$ cat src/rtl/seq_trig_pkg.sv
// Shared defaults and state encoding for the multi-stage pattern sequence trigger.
package seq_trig_pkg;

    localparam int unsigned DEF_DATA_W = 128;
    localparam int unsigned DEF_DEPTH  = 4;
    localparam int unsigned DEF_TMO_W  = 16;

    typedef enum logic [1:0] {
        S_IDLE  = 2'd0,
        S_ARMED = 2'd1,
        S_FIRED = 2'd2
    } seq_state_e;

endpackage

$ cat src/rtl/masked_match.sv
// Combinational masked equality: hit when every bit selected by the mask agrees.
module masked_match #(
    parameter int unsigned DATA_W = 128
) (
    input  logic [DATA_W-1:0] data_i,
    input  logic [DATA_W-1:0] pattern_i,
    input  logic [DATA_W-1:0] mask_i,
    output logic              hit_o
);

    assign hit_o = ((data_i ^ pattern_i) & mask_i) == '0;

endmodule

$ cat src/rtl/pattern_seq_trigger.sv
// Sequence trigger: fires once DEPTH configured masked words arrive in order,
// with an optional inter-stage timeout that drops partial progress.
module pattern_seq_trigger
    import seq_trig_pkg::*;
#(
    parameter int unsigned DATA_W = DEF_DATA_W,
    parameter int unsigned DEPTH  = DEF_DEPTH,
    parameter int unsigned TMO_W  = DEF_TMO_W
) (
    input  logic                       clk,
    input  logic                       rst,
    input  logic                       in_valid,
    input  logic [DATA_W-1:0]          in_data,
    input  logic                       cfg_we,
    input  logic [$clog2(DEPTH)-1:0]   cfg_idx,
    input  logic [DATA_W-1:0]          cfg_pattern,
    input  logic [DATA_W-1:0]          cfg_mask,
    input  logic [TMO_W-1:0]           cfg_tmo,
    input  logic                       arm,
    input  logic                       clear,
    output logic                       trig,
    output logic [$clog2(DEPTH+1)-1:0] stage,
    output logic                       armed
);

    localparam int unsigned IDX_W = $clog2(DEPTH);
    localparam int unsigned STG_W = $clog2(DEPTH + 1);
    localparam logic [STG_W-1:0] STG_LAST = STG_W'(DEPTH - 1);
    localparam logic [STG_W-1:0] STG_DONE = STG_W'(DEPTH);

    seq_state_e state_q, state_d;
    logic [STG_W-1:0]  stage_q, stage_d;
    logic [TMO_W-1:0]  cnt_q, cnt_d;
    logic              trig_q, trig_d;
    logic              armed_q, armed_d;

    logic [DATA_W-1:0] pattern_q [DEPTH];
    logic [DATA_W-1:0] mask_q    [DEPTH];
    logic [TMO_W-1:0]  tmo_q;

    logic [IDX_W-1:0]  sel_idx;
    logic              hit_stage;
    logic              hit_first;
    logic              tmo_hit;

    // Configuration is only writable while idle so a running sequence sees stable patterns.
    always_ff @(posedge clk) begin
        if (rst) begin
            for (int unsigned k = 0; k < DEPTH; k++) begin
                pattern_q[k] <= '0;
                mask_q[k]    <= '1;
            end
            tmo_q <= '0;
        end else if (cfg_we && (state_q == S_IDLE) && (32'(cfg_idx) < DEPTH)) begin
            pattern_q[cfg_idx] <= cfg_pattern;
            mask_q[cfg_idx]    <= cfg_mask;
            tmo_q              <= cfg_tmo;
        end
    end

    assign sel_idx = stage_q[IDX_W-1:0];

    masked_match #(.DATA_W(DATA_W)) u_match_stage (
        .data_i    (in_data),
        .pattern_i (pattern_q[sel_idx]),
        .mask_i    (mask_q[sel_idx]),
        .hit_o     (hit_stage)
    );

    masked_match #(.DATA_W(DATA_W)) u_match_first (
        .data_i    (in_data),
        .pattern_i (pattern_q[0]),
        .mask_i    (mask_q[0]),
        .hit_o     (hit_first)
    );

    // Timeout fires on the clock that would bring the counter up to tmo_q.
    assign tmo_hit = (stage_q != '0) && (tmo_q != '0) && (cnt_q == tmo_q - TMO_W'(1));

    always_comb begin
        state_d = state_q;
        stage_d = stage_q;
        cnt_d   = cnt_q;
        trig_d  = trig_q;
        if (clear) begin
            state_d = S_IDLE;
            stage_d = '0;
            cnt_d   = '0;
            trig_d  = 1'b0;
        end else begin
            unique case (state_q)
                S_IDLE: begin
                    if (arm) begin
                        state_d = S_ARMED;
                        stage_d = '0;
                        cnt_d   = '0;
                    end
                end
                S_ARMED: begin
                    if (in_valid && hit_stage) begin
                        cnt_d = '0;
                        if (stage_q == STG_LAST) begin
                            state_d = S_FIRED;
                            stage_d = STG_DONE;
                            trig_d  = 1'b1;
                        end else begin
                            stage_d = stage_q + STG_W'(1);
                        end
                    end else if (tmo_hit) begin
                        stage_d = '0;
                        cnt_d   = '0;
                    end else if (in_valid) begin
                        stage_d = hit_first ? STG_W'(1) : '0;
                        cnt_d   = '0;
                    end else if (stage_q != '0) begin
                        cnt_d = cnt_q + TMO_W'(1);
                    end
                end
                S_FIRED: begin
                end
                default: begin
                    state_d = S_IDLE;
                    stage_d = '0;
                    cnt_d   = '0;
                    trig_d  = 1'b0;
                end
            endcase
        end
        armed_d = (state_d == S_ARMED);
    end

    always_ff @(posedge clk) begin
        if (rst) begin
            state_q <= S_IDLE;
            stage_q <= '0;
            cnt_q   <= '0;
            trig_q  <= 1'b0;
            armed_q <= 1'b0;
        end else begin
            state_q <= state_d;
            stage_q <= stage_d;
            cnt_q   <= cnt_d;
            trig_q  <= trig_d;
            armed_q <= armed_d;
        end
    end

    assign trig  = trig_q;
    assign stage = stage_q;
    assign armed = armed_q;

endmodule

$ cat config.mk
export PLATFORM = sky130hd
export DESIGN_NAME = pattern_seq_trigger
export DESIGN_NICKNAME = d
export VERILOG_FILES = /design/src/rtl/seq_trig_pkg.sv /design/src/rtl/masked_match.sv /design/src/rtl/pattern_seq_trigger.sv
export SDC_FILE = /design/constraint.sdc
export NUM_CORES = 2
export LEC_CHECK = 0
export BUFFER_PORTS_ARGS = -buffer_cell sky130_fd_sc_hd__buf_2
export CORE_MARGIN = 2
export CORE_UTILIZATION = 55
export DETAILED_ROUTE_END_ITERATION = 8
export PLACE_DENSITY_LB_ADDON = 0.08
export REMOVE_ABC_BUFFERS = 1
export SYNTH_ARGS = -nofsm -noshare
export SYNTH_HDL_FRONTEND = slang
export SYNTH_HIERARCHICAL = 1
export SYNTH_SLANG_ARGS = --single-unit
$ cat constraint.sdc
create_clock -name clk -period 16.5 [get_ports clk]
set_input_delay 2.475 -clock clk [delete_from_list [all_inputs] [get_ports clk]]
set_output_delay 2.475 -clock clk [all_outputs]
set_load 0.01 [all_outputs]
**Word-level counts from Yosys, hierarchy flattened**

Memories as Yosys holds them, arrays and structs flattened. A register that Yosys moved wholly into a read port is not among the register bits.
Index checks and enable logic that the tools add are counted.

- Bits in registers: 39
- Latch bits: 0
- Bits in writable memories: 1024
- Memory bits (read-only): 0
- Bits of input ports: 408
- Output and inout port bits: 5
- Logic and storage cells: 79
- Memories: 2

- $add $sub $neg: 3
- $mul: 0
- Divide/modulo/power cells: 0
- Magnitude comparators: 0
- Eq/ne operators: 10
- Shift-type cells: 0
- Mux-type cells: 36
- Bitwise logic cells: 6
- Reduce and logical (&&, ||, !) cells: 16

Memory list:

| name | words | bits a word | rd ports | clocked after memory_dff | wr ports | line | text |
|---|---|---|---|---|---|---|---|
| mask_q | 4 | 128 | 2 | 1 | 4 | pattern_seq_trigger.sv:38 | `logic [DATA_W-1:0] mask_q [DEPTH];` |
| pattern_q | 4 | 128 | 2 | 1 | 4 | pattern_seq_trigger.sv:37 | `logic [DATA_W-1:0] pattern_q [DEPTH];` |

Operators with widths:

| operator | count |
|---|---|
| AND 128 bit | 2 |
| logical NOT 128 bit | 2 |
| 2-to-1 mux 128 bit | 2 |
| OR reduction 128 bit | 2 |
| XOR 128 bit | 2 |
| 2-to-1 mux 16 bit | 5 |
| one-hot mux 16 bit (3 select lines) | 1 |
| 2-to-1 mux 2 bit | 10 |
| adder 16 x 1 -> 16 bit, second input constant | 1 |
| == test 16 bit | 1 |
| nonzero test 16 bit | 1 |
| subtractor 16 x 1 -> 16 bit, second input constant | 1 |
| 2-to-1 mux 3 bit | 5 |
| 2-to-1 mux 1 bit | 10 |
| one-hot mux 3 bit (3 select lines) | 1 |
| AND reduction 3 bit | 3 |
| != test 2 bit, second input constant | 3 |
| one-hot mux 2 bit (3 select lines) | 1 |
| != test 5 bit, second input constant | 1 |
| == test 2 x 1 -> 1 bit, second input constant | 2 |
| logical AND 1 bit | 4 |
| != test 4 bit, second input constant | 1 |
| OR reduction 2 bit | 2 |
| adder 3 x 1 -> 3 bit, second input constant | 1 |
| other kinds (6) | 7 |

**Logic depth before layout (Yosys ltp)**

- Word-level depth: 10
- Mapped depth: 13
- Depth with buffers taken out: 10

**Hierarchy**

Netlist, hierarchy kept.

By module, submodules not included:

| module | times used | cells an instance | area an instance (sq um) | sequential area each (sq um) |
|---|---|---|---|---|
| pattern_seq_trigger | 1 | 2808 | 46094.2 | 31570.3 |
| masked_match | 2 | 213 | 1735.4 | 0.0 |

**Worst setup path after synthesis**

No wires, ideal clock.

- Path type: input -> register
- From: input port cfg_we
- To: memory mask_q[2][0], enable pin
- Setup time: 0.511 ns
- Arrival time: 6.725 ns
- Data required time: 15.989 ns
- Slack: 9.264 ns
- Cell stages on the path: 6
- Path buffers: 2
- Path through: and3_1 clkbuf_1 nand2b_1 nor3b_1 clkbuf_1 or2_2

RTL lines:

| what | line | text |
|---|---|---|
| from (decl) | pattern_seq_trigger.sv:14 | `input logic cfg_we,` |
| to (decl) | pattern_seq_trigger.sv:38 |  |

==> results.tsv <==
metric	value	unit
total power	5.95	mW
die height	304	um
fraction of layout cells with a size suffix above 1	0.236	
Final nets	4006	
Root Driver	clkbuf_16	
Post-synth EDFFs	1024	
Worst-Margin Slew	1.16	ns
outcome	complete, no violations	
largest net degree at the start of global routing	150	
WL/cell	25.8	um
CP required	16.78	ns
area grow syn2layout	13.4	%
number of H-tree levels	3	
crit path kind	input pin to flop	
Max stage delay on crit path	1.01	ns
initial antenna violation count	84	
Critical Path Source	cfg_we	
gr usage total	0.273	
register clock-pin slew on the reported worst setup and hold paths	0.06	ns
pwr dens	106	mW/mm2
FMAX	148	MHz
Post-synth top cells	edfxtp_1, and2_1, nand2b_1	
min cycle time layout	6.77	ns
setup bufs post-CTS	0	
vias per inst	5.94	
post-DP HPWL	75800	um
R2R cell count	11	
crit path DAT	7.06	ns
Hold Violations, Final	0	
hold path depth	2	
Post-synth top flop	edfxtp_1	
WP buf/inv	4	
Worst slew margin	0.222	
Initial DRC Count	2455	
post-synthesis cell area	0.0496	mm2
Critical-path top delay cell	or2_4	
hold_sp	tmo_q[15]$_SDFFE_PP0P_	
Remaining DRCs	0	
CP most frequent cell	buf_4	
Hold-fix buffers, CTS	0	
Synth area leader	edfxtp_1	
Total Neg Setup Slack	0	ns
CP Max Fanout	133	
FF+latch count, synth	1065	
IO Pins	413	
reg2reg setup slack	10.92	ns
Post-CTS Resized	0	
crit start category	input pin	
Die ar.	0.0925	mm2
drt total wl	126000	um
port bufs	412	
Remaining Overflow, GRT	0	
Worst Hold Path EP	tmo_q[15]$_SDFFE_PP0P_	
final setup vio count	0	
sequential share of the synthesized area	0.637	
gpl congestion	0.834	
Starting Density	0.553	
clk_skew	0.0177	ns
post-route clock period utilization	0.410	
cell family with the largest share of critical-path delay	buffers and inverters	
post-route ant nets	0	
CORE AREA	0.0896	mm2
maximum vdd drop	0.0901	mV
synthesized area per cell	15.3	um2
vias in the first global route	30500	
count leader, synth	edfxtp_1	
unrepaired setup endpoints after global routing	no	
vias post-DR	29000	
CTS tree	built	
YS warnings	6	
synth unique cells	57	
Gate Count Post-Synth	3234	
Hold Crit Class	flop to flop	
worst skew pair latency	0.67	ns
largest cells by area after synthesis	edfxtp_1, mux4_2, and2_1	
Critical Path End Type	flop	
Yosys top cell area share	0.620	
max_cap viols	0	
ys async rst share	0	
die width	304	um
row count	110	
DRT Pass-1 Iters	5	
LEAKAGE	18.9	nW
clock sinks	1065	
Max Transition Viols Final	0	
first-pass GRT wire length	189000	um
Max clock buf depth	3	
critical path, cell by cell	buf_2 -> and3_1 -> nand2b_1 -> nor3b_2 -> buf_4 -> or2_4 -> buf_12 -> buf_4	
cts bufs inserted	110	
[worst reg2reg max path: cells and delay by family, from the launching register on]
family	cells	cell delay, ns
multiplexers	1	0.66
AO/OA/AOI/OAI	2	0.45
XOR/XNOR	1	0.18
flip-flops	1	0.81
AND/OR/NAND/NOR	5	1.75
buffers and inverters	2	1.61
[report_power, final]
group | internal (mW) | switching, mW | total [mW]
logic | 0.170 | 0.252 | 0.422
clock network | 1.36 | 1.01 | 2.37
registers | 3.11 | 0.0476 | 3.16
total | 4.64 | 1.31 | 5.95
[layout by cell type, fill, tap and decap left out, drive strengths merged, types with 4 or more instances in the layout]
master / synthesis / final
bufinv: 0 / 7
nor3b: 4 / 4
buf: 42 / 450
mux4: 256 / 256
or2: 5 / 5
nand4: 38 / 38
a22oi: 129 / 129
clkinv: 0 / 41
a2111oi: 5 / 5
or3: 130 / 130
and2: 513 / 513
nand3: 19 / 19
ha: 6 / 6
nor4: 12 / 12
nand2b: 386 / 386
diode: 0 / 28
mux2i: 5 / 5
a31oi: 7 / 7
dfxtp: 41 / 41
inv: 10 / 14
xnor2: 8 / 8
o21ai: 4 / 4
nor3: 8 / 8
xor2: 265 / 265
a21oi: 36 / 36
edfxtp: 1024 / 1024
nor2: 20 / 20
clkbuf: 162 / 141
nand2: 52 / 52
a211oi: 6 / 6
and3: 7 / 7
[flip-flops by register name (all words and copies together) (netlist names), named ones only]
register	cells
trig	1
cnt_q	16
state_q	2
tmo_q	16
pattern_q	512
stage	3
armed	1
mask_q	512
[worst max-delay path by stage]
stage                                                 to  slack, ns  cells after the start
final                      pattern_q[1][3]$_SDFFCE_PN0P_       9.73                      8
after global routing       pattern_q[1][3]$_SDFFCE_PN0P_       9.45                      8
after CTS                  pattern_q[1][3]$_SDFFCE_PN0P_       9.72                      8
after detailed placement    mask_q[1][113]$_SDFFCE_PN1P_       9.02                      8
after global placement    pattern_q[1][49]$_SDFFCE_PN0P_       8.99                      8
after floorplan               mask_q[2][0]$_SDFFCE_PN1P_      -2.07                      4
[logic make-up after synthesis]
family | count (synthesis) | share of synthesized area
AND/OR/NAND/NOR | 1206 | 0.149
flip-flops | 1065 | 0.637
XOR/XNOR | 273 | 0.0482
multiplexers | 261 | 0.117
buffers and inverters | 214 | 0.0163
AO/OA/AOI/OAI | 209 | 0.0303
adder cells (fa/ha/maj) | 6 | 0.00151
[area by class of cell]
cell class	instances	area [um2]
multi-input combinational	1955	17200
clock inverter	54	433
antenna	28	70.1
fill	6736	33400
inverter	10	37.5
timing repair buffer	450	2410
tap	1176	1470
clock buffer	141	2940
sequential	1065	31600
[stage by stage]
stage | hold WS, ns | instance area (um2) | std cells | setup WS, ns | util
after floorplan | 0.439 | 48800 | 3030 | -2.07 | -
after global placement | 0.476 | 52700 | 4655 | 8.99 | 0.589
after detailed placement | 0.477 | 52700 | 4656 | 9.02 | 0.589
after CTS | 0.487 | 56100 | 4851 | 9.72 | 0.626
after global routing | 0.515 | 56200 | 4866 | 9.45 | 0.627
final | 0.497 | 56200 | 4879 | 9.73 | 0.627
[routing by layer]
layer | vias up | part of all wire | track usage
met2 | 1000 | 0.50 | 0.463
met5 | - | 0.0041 | 0
met1 | 14800 | 0.39 | 0.353
met3 | 245 | 0.082 | 0.0678
li1 | 12900 | - | -
met4 | 82 | 0.022 | 0.0749
Power figures use the tool's default switching activity.
